[src/rtl/vga_timing_gen.sv]
// ---------------------------------------------------------------------------
// vga_timing_gen
//
// Parametrised VGA raster timing generator. A clock divider produces a
// one-clk pixel strobe. Horizontal and vertical counters advance on that
// strobe, and sync, display-enable and line/frame pulses are decoded from
// them. The decoded sync/enable are delayed by PIPE_DEPTH pixels so they
// stay aligned with downstream colour stages.
//
// Optional feature macro: VGA_TIMING_TESTPAT_EN
//   defined   : tp_rgb carries 8 vertical colour bars, aligned with display_en
//   undefined : tp_rgb is tied to 0 and no pattern logic is built
//
// Ports
//   clk          in   system clock
//   reset_n      in   asynchronous, active-low reset
//   pix_ce       out  pixel strobe, high for one clk per pixel
//   hcount       out  current pixel column (undelayed)
//   vcount       out  current line (undelayed)
//   display_en   out  active-area flag, delayed PIPE_DEPTH pixels
//   h_sync       out  horizontal sync, delayed PIPE_DEPTH pixels, H_POL level
//   v_sync       out  vertical sync, delayed PIPE_DEPTH pixels, V_POL level
//   line_start   out  one-clk pulse on the pixel strobe where hcount == 0
//   frame_start  out  one-clk pulse on the pixel strobe where hcount == vcount == 0
//   frame_count  out  frames completed, mod 256
//   tp_rgb       out  test-pattern colour {R,G,B}, 4 bits each
// ---------------------------------------------------------------------------
module vga_timing_gen #(
  parameter int H_VISIBLE  = 640,
  parameter int H_FRONT    = 16,
  parameter int H_SYNC     = 96,
  parameter int H_BACK     = 48,
  parameter int V_VISIBLE  = 480,
  parameter int V_FRONT    = 10,
  parameter int V_SYNC     = 2,
  parameter int V_BACK     = 33,
  parameter int H_POL      = 0,
  parameter int V_POL      = 0,
  parameter int CLK_DIV    = 2,
  parameter int PIPE_DEPTH = 1,
  parameter int CW         = 10
) (
  input  logic          clk,
  input  logic          reset_n,
  output logic          pix_ce,
  output logic [CW-1:0] hcount,
  output logic [CW-1:0] vcount,
  output logic          display_en,
  output logic          h_sync,
  output logic          v_sync,
  output logic          line_start,
  output logic          frame_start,
  output logic [7:0]    frame_count,
  output logic [11:0]   tp_rgb
);

  localparam int H_TOTAL  = H_VISIBLE + H_FRONT + H_SYNC + H_BACK;
  localparam int V_TOTAL  = V_VISIBLE + V_FRONT + V_SYNC + V_BACK;
  localparam int HS_START = H_VISIBLE + H_FRONT;
  localparam int HS_END   = HS_START + H_SYNC;
  localparam int VS_START = V_VISIBLE + V_FRONT;
  localparam int VS_END   = VS_START + V_SYNC;
  localparam logic HPOL   = (H_POL != 0);
  localparam logic VPOL   = (V_POL != 0);

  // -------------------------------------------------------------------------
  // Pixel strobe
  // -------------------------------------------------------------------------
  logic w_div_wrap;

  generate
    if (CLK_DIV == 1) begin : g_nodiv
      assign w_div_wrap = 1'b1;
    end else begin : g_div
      localparam int DW = $clog2(CLK_DIV);
      logic [DW-1:0] r_div;

      always_ff @(posedge clk or negedge reset_n) begin
        if (!reset_n) begin
          r_div <= '0;
        end else if (r_div == DW'(CLK_DIV - 1)) begin
          r_div <= '0;
        end else begin
          r_div <= r_div + 1'b1;
        end
      end

      assign w_div_wrap = (r_div == DW'(CLK_DIV - 1));
    end
  endgenerate

  // Gating with reset_n keeps the strobe (and the pulses derived from it)
  // low while reset is held, including the CLK_DIV == 1 case.
  assign pix_ce = reset_n & w_div_wrap;

  // -------------------------------------------------------------------------
  // Raster counters
  // -------------------------------------------------------------------------
  logic [CW-1:0] r_hcount;
  logic [CW-1:0] r_vcount;
  logic [7:0]    r_frame_count;
  logic          w_h_last;
  logic          w_v_last;

  assign w_h_last = (int'(r_hcount) == H_TOTAL - 1);
  assign w_v_last = (int'(r_vcount) == V_TOTAL - 1);

  always_ff @(posedge clk or negedge reset_n) begin
    if (!reset_n) begin
      r_hcount      <= '0;
      r_vcount      <= '0;
      r_frame_count <= '0;
    end else if (w_div_wrap) begin
      if (w_h_last) begin
        r_hcount <= '0;
        if (w_v_last) begin
          r_vcount      <= '0;
          r_frame_count <= r_frame_count + 8'd1;
        end else begin
          r_vcount <= r_vcount + 1'b1;
        end
      end else begin
        r_hcount <= r_hcount + 1'b1;
      end
    end
  end

  assign hcount      = r_hcount;
  assign vcount      = r_vcount;
  assign frame_count = r_frame_count;
  assign line_start  = pix_ce & (r_hcount == '0);
  assign frame_start = line_start & (r_vcount == '0);

  // -------------------------------------------------------------------------
  // Raw decode and alignment pipe. Stage contents are active-high flags
  // {de, hs, vs}; polarity is applied only at the output so a cleared
  // stage always reads as "sync inactive".
  // -------------------------------------------------------------------------
  logic       w_de_raw;
  logic       w_hs_raw;
  logic       w_vs_raw;
  logic [2:0] r_pipe [PIPE_DEPTH];

  assign w_de_raw = (int'(r_hcount) < H_VISIBLE) && (int'(r_vcount) < V_VISIBLE);
  assign w_hs_raw = (int'(r_hcount) >= HS_START) && (int'(r_hcount) < HS_END);
  assign w_vs_raw = (int'(r_vcount) >= VS_START) && (int'(r_vcount) < VS_END);

  always_ff @(posedge clk or negedge reset_n) begin
    if (!reset_n) begin
      for (int i = 0; i < PIPE_DEPTH; i++) begin
        r_pipe[i] <= '0;
      end
    end else if (w_div_wrap) begin
      r_pipe[0] <= {w_de_raw, w_hs_raw, w_vs_raw};
      for (int i = 1; i < PIPE_DEPTH; i++) begin
        r_pipe[i] <= r_pipe[i-1];
      end
    end
  end

  assign display_en = r_pipe[PIPE_DEPTH-1][2];
  assign h_sync     = HPOL ? r_pipe[PIPE_DEPTH-1][1] : ~r_pipe[PIPE_DEPTH-1][1];
  assign v_sync     = VPOL ? r_pipe[PIPE_DEPTH-1][0] : ~r_pipe[PIPE_DEPTH-1][0];

  // -------------------------------------------------------------------------
  // Colour-bar test pattern
  // -------------------------------------------------------------------------
`ifdef VGA_TIMING_TESTPAT_EN
  localparam int BAR_W = (H_VISIBLE / 8 > 0) ? H_VISIBLE / 8 : 1;

  logic [CW-1:0] r_bar_cnt;
  logic [2:0]    r_bar_idx;
  logic [11:0]   w_bar_rgb;
  logic [11:0]   w_tp_raw;
  logic [11:0]   r_tp_pipe [PIPE_DEPTH];

  // Bar position tracks hcount: both restart together at the line wrap,
  // so the index never needs a divide. It wraps freely in blanking where
  // the enable masks it.
  always_ff @(posedge clk or negedge reset_n) begin
    if (!reset_n) begin
      r_bar_cnt <= '0;
      r_bar_idx <= '0;
    end else if (w_div_wrap) begin
      if (w_h_last) begin
        r_bar_cnt <= '0;
        r_bar_idx <= '0;
      end else if (int'(r_bar_cnt) == BAR_W - 1) begin
        r_bar_cnt <= '0;
        r_bar_idx <= r_bar_idx + 3'd1;
      end else begin
        r_bar_cnt <= r_bar_cnt + 1'b1;
      end
    end
  end

  always_comb begin
    w_bar_rgb = 12'h000;
    case (r_bar_idx)
      3'd0:    w_bar_rgb = 12'hFFF;
      3'd1:    w_bar_rgb = 12'hFF0;
      3'd2:    w_bar_rgb = 12'h0FF;
      3'd3:    w_bar_rgb = 12'h0F0;
      3'd4:    w_bar_rgb = 12'hF0F;
      3'd5:    w_bar_rgb = 12'hF00;
      3'd6:    w_bar_rgb = 12'h00F;
      default: w_bar_rgb = 12'h000;
    endcase
  end

  assign w_tp_raw = w_de_raw ? w_bar_rgb : 12'h000;

  always_ff @(posedge clk or negedge reset_n) begin
    if (!reset_n) begin
      for (int i = 0; i < PIPE_DEPTH; i++) begin
        r_tp_pipe[i] <= '0;
      end
    end else if (w_div_wrap) begin
      r_tp_pipe[0] <= w_tp_raw;
      for (int i = 1; i < PIPE_DEPTH; i++) begin
        r_tp_pipe[i] <= r_tp_pipe[i-1];
      end
    end
  end

  assign tp_rgb = display_en ? r_tp_pipe[PIPE_DEPTH-1] : 12'h000;
`else
  assign tp_rgb = 12'h000;
`endif

endmodule
[config.mk]
export PLATFORM = sky130hd
export DESIGN_NAME = vga_timing_gen
export DESIGN_NICKNAME = d
export VERILOG_FILES = /design/src/rtl/vga_timing_gen.sv
export SDC_FILE = /design/constraint.sdc
export NUM_CORES = 1
export LEC_CHECK = 0
export CORE_UTILIZATION = 52
export DETAILED_ROUTE_END_ITERATION = 6
export PLACE_DENSITY = 0.85
export SYNTH_ARGS = -nofsm -noshare
export SYNTH_HDL_FRONTEND = slang
export SYNTH_SLANG_ARGS = --single-unit
[constraint.sdc]
create_clock -name clk -period 3.55 [get_ports clk]
set_input_delay 0.71 -clock clk [delete_from_list [all_inputs] [get_ports clk]]
set_output_delay 0.71 -clock clk [all_outputs]
set_load 0.02 [all_outputs]
* After elaboration in Yosys (flattened, before gate mapping)
Cells that the tools add are included.
** Cells by class
- $lt $le $gt $ge :: 6
- Equal/unequal tests :: 2
- Bitwise operators :: 5
- $add $sub $neg :: 4
- Reduce and logical (&&, ||, !) cells :: 7
- Multiplexer cells :: 3
** Operator list (number)
- adder 10 x 1 -> 10 bit (second input constant) :: 2
- zero test 10 bit :: 2
- < comparator 10 bit (second input constant) :: 2
- < comparator 10 x 9 -> 1 bit (second input constant) :: 2
- 2-to-1 mux 10 bit :: 2
- equality test 10 bit (second input constant) :: 1
- equality test 10 x 9 -> 1 bit (second input constant) :: 1
- greater-or-equal comparator 10 bit (second input constant) :: 1
- greater-or-equal comparator 10 x 9 -> 1 bit (second input constant) :: 1
- adder 8 x 1 -> 8 bit (second input constant) :: 1
- bitwise AND 1 bit :: 3
- logical AND 1 bit :: 3
- AND reduction 3 bit :: 1
- NOT 1 bit :: 2
- AND reduction 2 bit :: 1
- adder 1 bit (second input constant) :: 1
- 2-to-1 mux 1 bit :: 1
** Storage, ports and cells
- Input bits :: 2
- Logic and storage cells :: 32
- Register bits :: 32

* Longest topological paths before layout
Gate-level depths: netlist (run 1).
- Depth in word-level cells :: 3
- Gate-level depth with buffers :: 6
- Mapped depth without buffers :: 5

* Worst setup path before layout (run 1)
OpenSTA, ideal clock, no wires.
- Path kind :: in2out
- From :: input reset_n
- To :: output frame_start
- Buffers on the path :: 0
- Path slack :: 1260 ps
- Arrival :: 1580 ps
- Data required time :: 2840 ps
- Stages on the path :: 3
- Cell sequence :: and2_1 nand3_1 nor3_1
** On the way
- Word-level cells in the longest chain between the ends :: 3
** RTL lines
- start, declared :: line 44 : input logic reset_n,
- bitwise AND 1 bit :: line 94 : assign pix_ce = reset_n & w_div_wrap;
- bitwise AND 1 bit :: line 131 : assign line_start = pix_ce & (r_hcount == '0);
- bitwise AND 1 bit :: line 132 : assign frame_start = line_start & (r_vcount == '0);
- end, declared :: line 52 : output logic frame_start,
Every way passes these cells.

* Final worst setup path (run 1)
Same ends and word-level chain as after synthesis.

==> results.json, run 1 <==
{
  "gp_congestion": 0.817,
  "r2r_setup_slack_ns": 1.45,
  "drt-total-wl_um": 3640,
  "p_clk_share_pct": 32.3,
  "fin_area_um2": 2170,
  "post_drt_wl_per_cell_um": 14.2,
  "clk-insertion-delay-late_ns": 0.32,
  "p_sw_share_pct": 22.9,
  "leakagePower_nw": 0.955,
  "hold_path_class": "reg2reg",
  "die_area_um2": 3650,
  "vias": 1403,
  "worstSetupPathType": "in2out",
  "die_h_um": 60.4,
  "critPathCaptureType": "output pin",
  "synth_warnings": 0,
  "synth-seq-cells": 32,
  "worstPathRequired_ns": 2.84,
  "nets": 219,
  "synth.area.top_cells": "dfrtp_1, buf_4, xor2_1",
  "first_pass_iters": 4,
  "grt_pass1_wl_um": 5930,
  "clkSinkCount": 32,
  "clk_path_buf_depth": 2,
  "cts_tree": "yes",
  "syn_area_um2": 1780,
  "powerDensity_nw_per_um2": 263,
  "numPortBuffers": 35,
  "synth_top_area_share_pct": 45.1,
  "p_int_w": 0.000440,
  "finalSetupViolations": 0,
  "critPathMaxFanout": 2,
  "antenna_found_initial": 0,
  "seq_area_um2": 801,
  "yosysTopAreaCell": "dfrtp_1",
  "clk_pin_slew_ns": 0.09,
  "slew_violations": 0,
  "tns_ns": 0,
  "numCtsBuffers": 5,
  "max-slew-margin-rel_pct": 51.5,
  "worst_pin_slew_ns": 0.724,
  "cts_resized": 0,
  "ant_nets": 0,
  "dr.first_iter.drc_count": 54,
  "hold_viol_final": 0,
  "cp.arrival_ns": 2.24,
  "yosysUniqueCellTypes": 39,
  "area_growth_pct": 22.1,
  "fin_skew_ns": 0.00194,
  "rsz0062_at_grt": "no",
  "die_w_um": 60.4,
  "root_buffer": "clkbuf_4",
  "fmax_mhz": 340,
  "cts.htree.levels": 2,
  "synthCells": 174,
  "cp-start-kind": "input port",
  "drv_cap": 0,
  "cts_setup_buffers": 0,
  "status": "finished clean",
  "drive_above_1_share_pct": 8.49,
  "grt_max_degree": 33,
  "post-route-period-util_pct": 83.0,
  "grt_pass1_vias": 1278,
  "period_needed_ns": 2.95,
  "row_count": 20,
  "p_sw_w": 0.000131,
  "layout.cells.non_filler": 256,
  "dpl-instance-area_um2": 2120,
  "drc_errors": 0,
  "grt_usage_pct": 22.2,
  "pwr-share-comb_pct": 3.9,
  "hpwl_um": 2670,
  "core_um2": 3150,
  "holdWs_ns": 0.468,
  "multiInputGateArea_um2": 873,
  "boundaryPins": 48,
  "grt-ovfl-total": 0,
  "viasPerCell": 5.48,
  "seq_power_share_pct": 63.8,
  "fin_util_pct": 68.7,
  "ys_seq_area_share_pct": 45.1,
  "avgSynthCellArea_um2": 10.2,
  "n_fill_cell": 248,
  "ir_worst_vdd_mv": 0.226,
  "ctsHoldBuffers": 0,
  "diodes": 0,
  "start_util_pct": 56.3,
  "placed_cells": 249
}
cells by family after synthesis:
kind of cell	share of synthesized area [%]
mux	1.27
fa+ha+maj	3.52
simple gates	27.6
flops	45.1
buf+inv	8.03
other cells	0.211
compound gates	4.93
xor+xnor	9.37
final timing paths:
| check | from | to | cells past startpoint |
|---|---|---|---|
| max | reset_n | frame_start | 5 |
| min reg2reg | frame_count[7]$_DFFE_PN0P_ | frame_count[7]$_DFFE_PN0P_ | 1 |
| min in group asynchronous | reset_n | hcount[0]$_DFFE_PN0P_ | 2 |
| min | frame_count[7]$_DFFE_PN0P_ | frame_count[7]$_DFFE_PN0P_ | 1 |
| max reg2reg | g_div.r_div$_DFF_PN0_ | vcount[4]$_DFFE_PN0P_ | 4 |
| max in group asynchronous | reset_n | vcount[6]$_DFFE_PN0P_ | 2 |
cell type report:
class	count	share of cell area [%]
multi-input combinational	128	40.3
sequential	32	37.0
timing repair buffer	36	16.5
tap	44	2.54
clock buffer	6	1.91
inverter	9	1.56
clock inverter	1	0.231
stage by stage:
stage / power, W / setup slack [ns]
2_1_floorplan: 0.000394 / 1.26
6_report: 0.000571 / 0.605
4_1_cts: 0.000578 / 0.619
3_3_place_gp: 0.000394 / 0.636
5_1_grt: 0.000595 / 0.490
3_5_place_dp: 0.000394 / 0.621
synthesized netlist by cell type, drive strengths merged:
| master | number |
|---|---|
| a21o | 1 |
| a21oi | 1 |
| a31oi | 2 |
| and2 | 1 |
| and3 | 2 |
| and4 | 4 |
| and4b | 3 |
| buf | 15 |
| clkbuf | 1 |
| conb | 1 |
| dfrtp | 32 |
| ha | 5 |
| inv | 9 |
| mux2 | 2 |
| nand2 | 10 |
| nand3 | 15 |
| nand4 | 8 |
| nand4b | 4 |
| nor2 | 12 |
| nor3 | 6 |
| nor4 | 5 |
| nor4b | 2 |
| o21ai | 11 |
| o31ai | 1 |
| or2 | 1 |
| or3 | 1 |
| xnor2 | 9 |
| xor2 | 10 |
power groups by stage:
stage	clock network, W	logic, W	registers, W
detailed placement	0	0.0000226	0.000371
global placement	0	0.0000225	0.000371
global route	0.000206	0.0000254	0.000364
floorplan	0	0.0000225	0.000372
finish	0.000184	0.0000224	0.000364
CTS	0.000191	0.0000226	0.000364
routing by layer:
metal | routed length (um) | vias to the layer above | global-route usage, % | share of wire (%)
li1 | - | 673 | - | -
met1 | 1610 | 677 | 28.5 | 44
met2 | 1800 | 45 | 36.3 | 49
met3 | 168 | 8 | 5.76 | 4.6
met4 | 67 | 0 | 8.12 | 1.8
met5 | 0 | - | 0 | 0
cell usage in the layout, fill, tap and decap left out, types with 2 or more instances in the layout:
cell type and instances:
o21ai_1 2, nand4_1 8, xnor2_1 9, dfrtp_1 32
nand2_1 10, inv_1 9, and3_1 2, conb_1 12
nor4b_1 2, nand4b_1 3, nor2_1 11, and4_1 3
ha_1 5, a31oi_1 2, nor4_2 3, xor2_1 10
nor3_1 5, nand3_1 14, and4b_1 2, clkdlybuf4s50_1 35
clkbuf_4 5, o21ai_0 9
state kept, by name, summed over array words and instances (netlist names):
name         cells
g_div.r_div      1
hcount          10
r_pipe           3
frame_count      8
vcount          10
worst max-delay path, stage by stage:
cell and delay [ns]:
clkdlybuf4s50_1 0.47, and2_1 0.15, nand3_1 0.10, nor3_1 0.19, clkdlybuf4s50_1 0.62
Power figures use the tool's default switching activity.
==> run 2: changes to the inputs <==
CORE_UTILIZATION = 48   (was 52)
PLACE_DENSITY = 0.8   (was 0.85)
clock period = 2.9 ns   (was 3.55 ns; I/O delays follow)
==> run 2 against run 1 <==
Count of clock-buffer cells in the layout grew 1. Global-route usage shrank 1.7 points. Total power grew 47%. Die area grew 8.1%. Clock power grew 97%. Sequential power grew 23%. First-iteration DRC count grew 80%. Cell area grew 2.9%. Register-to-register slack lost 0.49 ns. Flip-flop and latch count is the same. Worst setup slack lost 0.32 ns. Via count shrank 2.3%.
==> results.json, run 2 (synthesis gave the netlist of run 1 again) <==
{
  "numPortBuffers": 35,
  "root_buffer": "clkbuf_8",
  "clk_pin_slew_ns": 0.06,
  "drt-total-wl_um": 3470,
  "grt_max_degree": 33,
  "grt_usage_pct": 20.5,
  "hold_path_class": "reg2reg",
  "drive_above_1_share_pct": 9.39,
  "place_ws_ns": 0.170,
  "dr.first_iter.drc_count": 97,
  "antenna_found_initial": 0,
  "cts_setup_buffers": 0,
  "ir_worst_vdd_mv": 0.227,
  "fin_skew_ns": 0.00279,
  "finalSetupViolations": 0,
  "leakagePower_nw": 1.00,
  "powerDensity_nw_per_um2": 375,
  "period_needed_ns": 2.62,
  "final_common_cell": "clkdlybuf4s50_1",
  "worst_slack_ns": 0.282,
  "max-slew-margin-rel_pct": 51.9,
  "multiInputGateArea_um2": 873,
  "worstPathRequired_ns": 2.32,
  "ant_nets": 0,
  "top_layer": "met4",
  "gp_congestion": 0.860,
  "post-route-period-util_pct": 90.3,
  "nets": 220,
  "m1WireLength_um": 1620,
  "row_count": 21,
  "start_util_pct": 51.6,
  "slew_violations": 0,
  "drv_cap": 0,
  "post_drt_wl_per_cell_um": 13.4,
  "grt-ovfl-total": 0,
  "diodes": 0,
  "cts_resized": 0,
  "worst_pin_slew_ns": 0.718,
  "n_fill_cell": 284,
  "ctsHoldBuffers": 0,
  "clkSinkCount": 32,
  "clk-insertion-delay-late_ns": 0.28,
  "cp-start-kind": "input port",
  "clk_path_buf_depth": 2,
  "viasPerCell": 5.29,
  "grt_pass1_wl_um": 6200,
  "numCtsBuffers": 5,
  "area_growth_pct": 25.6,
  "seq_area_um2": 801,
  "die_w_um": 62.8,
  "cp.arrival_ns": 2.04,
  "grt_pass1_vias": 1297,
  "rsz0062_at_grt": "no",
  "wl_met2_um": 1620,
  "fmax_mhz": 382,
  "dr_wl_met3_um": 161,
  "critPathMaxFanout": 2,
  "tns_ns": 0,
  "die_h_um": 62.8,
  "hpwl_um": 2430,
  "cts.htree.levels": 2,
  "core_um2": 3440,
  "drc_errors": 0,
  "cts_tree": "yes",
  "layout_common_cells": "clkdlybuf4s50_1, dfrtp_1, nand3_1",
  "die_area_um2": 3950,
  "status": "finished clean",
  "hold_viol_final": 0,
  "vias": 1371,
  "first_pass_iters": 4,
  "worstSetupPathType": "in2out",
  "boundaryPins": 48,
  "critPathCaptureType": "output pin"
}
==> run 2: changes by cell type in the layout (fill, tap and decap cells not counted), sizes merged <==
cell	change
buf	+1
dlymetal6s2s	+1
clkbuf	+1
clkdlybuf4s50	-1
clkinv	-1
==> run 2: cell type report <==
class	instances	share of cell area, %
Tap cell	46	2.58
Clock buffer	7	4.32
Timing Repair Buffer	37	16.5
Inverter	9	1.52
Multi-Input combinational cell	128	39.2
Sequential cell	32	35.9
==> run 2: final timing paths <==
path	slack, ns	to	from	cells after the start
max in group asynchronous	1.89	frame_count[1]$_DFFE_PN0P_	reset_n	2
worst min-delay path	0.47	frame_count[7]$_DFFE_PN0P_	frame_count[7]$_DFFE_PN0P_	1
worst max register to register	0.96	vcount[4]$_DFFE_PN0P_	hcount[0]$_DFFE_PN0P_	5
worst max-delay path	0.28	line_start	reset_n	5
worst min register to register	0.47	frame_count[7]$_DFFE_PN0P_	frame_count[7]$_DFFE_PN0P_	1
min in group asynchronous	0.72	hcount[6]$_DFFE_PN0P_	reset_n	2
==> run 2: critical path, stage by stage <==
cell,delay [ns]
clkdlybuf4s50_1,0.47
and2_1,0.15
nand3_1,0.13
nor2_1,0.11
clkdlybuf4s50_1,0.60
==> run 2: power by group <==
| part | switching, W | internal, W |
|---|---|---|
| registers | 0 | 0.000447 |
| logic | 0.0000239 | 0.00000362 |
| clock network | 0.000151 | 0.000211 |
==> run 2: metrics by stage <==
| stage | total power (W) | hold WS (ns) | std cells | utilization (%) | cell area, um2 |
|---|---|---|---|---|---|
| after global placement | 0.000483 | 0.459 | 252 | 61.9 | 2130 |
| after CTS | 0.000850 | 0.476 | 259 | 64.7 | 2230 |
| after global routing | 0.000875 | 0.497 | 259 | 64.8 | 2230 |
| after floorplan | 0.000482 | 0.284 | 185 | - | 1820 |
| final | 0.000836 | 0.466 | 259 | 64.8 | 2230 |
| after detailed placement | 0.000483 | 0.463 | 252 | 61.9 | 2130 |
==> run 2: routing by layer <==
layer	track usage, %	up-vias
met5	0	-
met4	8.72	0
met3	6.02	5
met2	29.8	41
met1	28.3	655
li1	-	670
==> run 3: changes to the inputs <==
CELL_PAD_IN_SITES_DETAIL_PLACEMENT = 1   (was unset)
CELL_PAD_IN_SITES_GLOBAL_PLACEMENT = 1   (was unset)
CORE_UTILIZATION = 36   (was 48)
PLACE_DENSITY = unset   (was 0.8)
PLACE_DENSITY_LB_ADDON = 0.1   (was unset)
TNS_END_PERCENT = 100   (was unset)
==> run 3 against run 2 <==
Cell area increased by 1.2%. Flip-flop and latch count unchanged. Clock skew increased by 0.0046 ns. Register-to-register slack improved by 0.06 ns. Sequential power about the same. Worst setup slack got worse by 0.19 ns. Wire length increased by 25%. Total power decreased by 0.13%. First-iteration DRC count decreased by 37%. Critical endpoint is now frame_start.
==> results.json, run 3 (synthesis gave the netlist of run 1 again) <==
{
  "slew_violations": 0,
  "numCtsBuffers": 5,
  "dpl-instance-area_um2": 2160,
  "period_needed_ns": 2.80,
  "cts.htree.levels": 2,
  "drive_above_1_share_pct": 10.2,
  "row_count": 25,
  "clk_pin_slew_ns": 0.07,
  "drc_errors": 0,
  "p_sw_w": 0.000196,
  "holdPathStages": 1,
  "dr.first_iter.drc_count": 61,
  "seq_power_share_pct": 53.4,
  "pwr-share-comb_pct": 3.4,
  "final_common_cell": "clkdlybuf4s50_1",
  "fin_skew_ns": 0.00736,
  "cp-start-kind": "flop",
  "cts_setup_buffers": 0,
  "die_h_um": 72.2,
  "powerDensity_nw_per_um2": 370,
  "fin_util_pct": 47.8,
  "worst_slack_ns": 0.0962,
  "power_w": 0.000835,
  "grt_max_degree": 33,
  "grt_pass1_vias": 1428,
  "fmax_mhz": 357,
  "viasPerCell": 5.04,
  "root_buffer": "clkbuf_8",
  "cts_tree": "yes",
  "first_pass_iters": 4,
  "ant_nets": 0,
  "p_clk_share_pct": 43.2,
  "r2r-start": "hcount[0]$_DFFE_PN0P_",
  "diodes": 0,
  "vias": 1422,
  "clk_path_buf_depth": 2,
  "core_um2": 4720,
  "cts_resized": 0,
  "hold_path_class": "reg2reg",
  "layout_common_cells": "clkdlybuf4s50_1, dfrtp_1, nand3_1",
  "setup.worst_path.start": "hcount[0]$_DFFE_PN0P_",
  "place_ws_ns": 0.134,
  "fin_area_um2": 2260,
  "post_drt_wl_per_cell_um": 15.3,
  "nets": 221,
  "clk-insertion-delay-late_ns": 0.29,
  "clkSinkCount": 32,
  "post-route-period-util_pct": 96.7,
  "drv_cap": 0,
  "hpwl_um": 3220,
  "boundaryPins": 48,
  "gp_congestion": 0.760,
  "rsz0062_at_grt": "no",
  "antenna_found_initial": 0,
  "r2r.worst_path.cells": 5,
  "ir_worst_vdd_mv": 0.201,
  "leakagePower_nw": 0.987,
  "worstSetupPathType": "reg2out",
  "tns_ns": 0,
  "grt_usage_pct": 18.3,
  "die_area_um2": 5220,
  "die_w_um": 72.2,
  "finalSetupViolations": 0,
  "numPortBuffers": 35,
  "drt-total-wl_um": 4320,
  "status": "finished clean",
  "start_util_pct": 37.6,
  "grt_pass1_wl_um": 7220,
  "critPathCaptureType": "output pin",
  "ctsHoldBuffers": 0,
  "grt-ovfl-total": 0,
  "worstPathRequired_ns": 2.32,
  "holdCritStartpoint": "frame_count[7]$_DFFE_PN0P_",
  "area_growth_pct": 27.1,
  "p_int_w": 0.000639,
  "p_sw_share_pct": 23.5,
  "cp.arrival_ns": 2.22,
  "hold_viol_final": 0,
  "critPathMaxFanout": 4
}
## run 3: final cells by class
| class | count | area, um2 |
|---|---|---|
| fillers | 543 | 2470 |
| multi-input cells | 128 | 873 |
| flip-flops and latches | 32 | 801 |
| repair buffers | 38 | 373 |
| well taps | 67 | 83.8 |
| clock buffers | 6 | 82.6 |
| inverters | 9 | 33.8 |
| clock inverters | 2 | 10.0 |
## run 3: per-layer routing
layer | global-route usage [%] | routed length [um] | vias to the layer above | share of wire, %
li1 | - | - | 669 | -
met1 | 25.4 | 2120 | 704 | 49
met4 | 6.54 | 65 | 0 | 1.5
met2 | 28.1 | 1980 | 37 | 46
met3 | 4.17 | 154 | 12 | 3.6
met5 | 0 | 0 | - | 0
## run 3: path summary, 6_finish.rpt
path | to | slack [ns]
worst max-delay path | frame_start | 0.1
worst min-delay path | frame_count[7]$_DFFE_PN0P_ | 0.47
worst max register to register | vcount[8]$_DFFE_PN0P_ | 1.02
worst min register to register | frame_count[7]$_DFFE_PN0P_ | 0.47
max in group asynchronous | hcount[1]$_DFFE_PN0P_ | 1.82
min in group asynchronous | hcount[7]$_DFFE_PN0P_ | 0.76
## run 3: worst max-delay path: stages (launching register included)
cell,delay (ns)
dfrtp_1,0.41
inv_1,0.11
ha_1,0.16
nor4b_1,0.25
nand3_1,0.14
nor3_1,0.22
clkdlybuf4s50_1,0.65
## run 3: power by group through the flow
stage	combinational [W]	sequential (W)	clock, W
2_1_floorplan	0.0000275	0.000455	0
3_3_place_gp	0.0000286	0.000455	0
3_5_place_dp	0.0000290	0.000455	0
4_1_cts	0.0000290	0.000446	0.000373
5_1_grt	0.0000318	0.000446	0.000391
6_report	0.0000283	0.000446	0.000361
## run 3: stage by stage
stage,hold slack [ns],cells
after detailed placement,0.462,274
after global placement,0.456,274
after floorplan,0.284,185
after global routing,0.482,282
after CTS,0.473,282
final,0.468,282
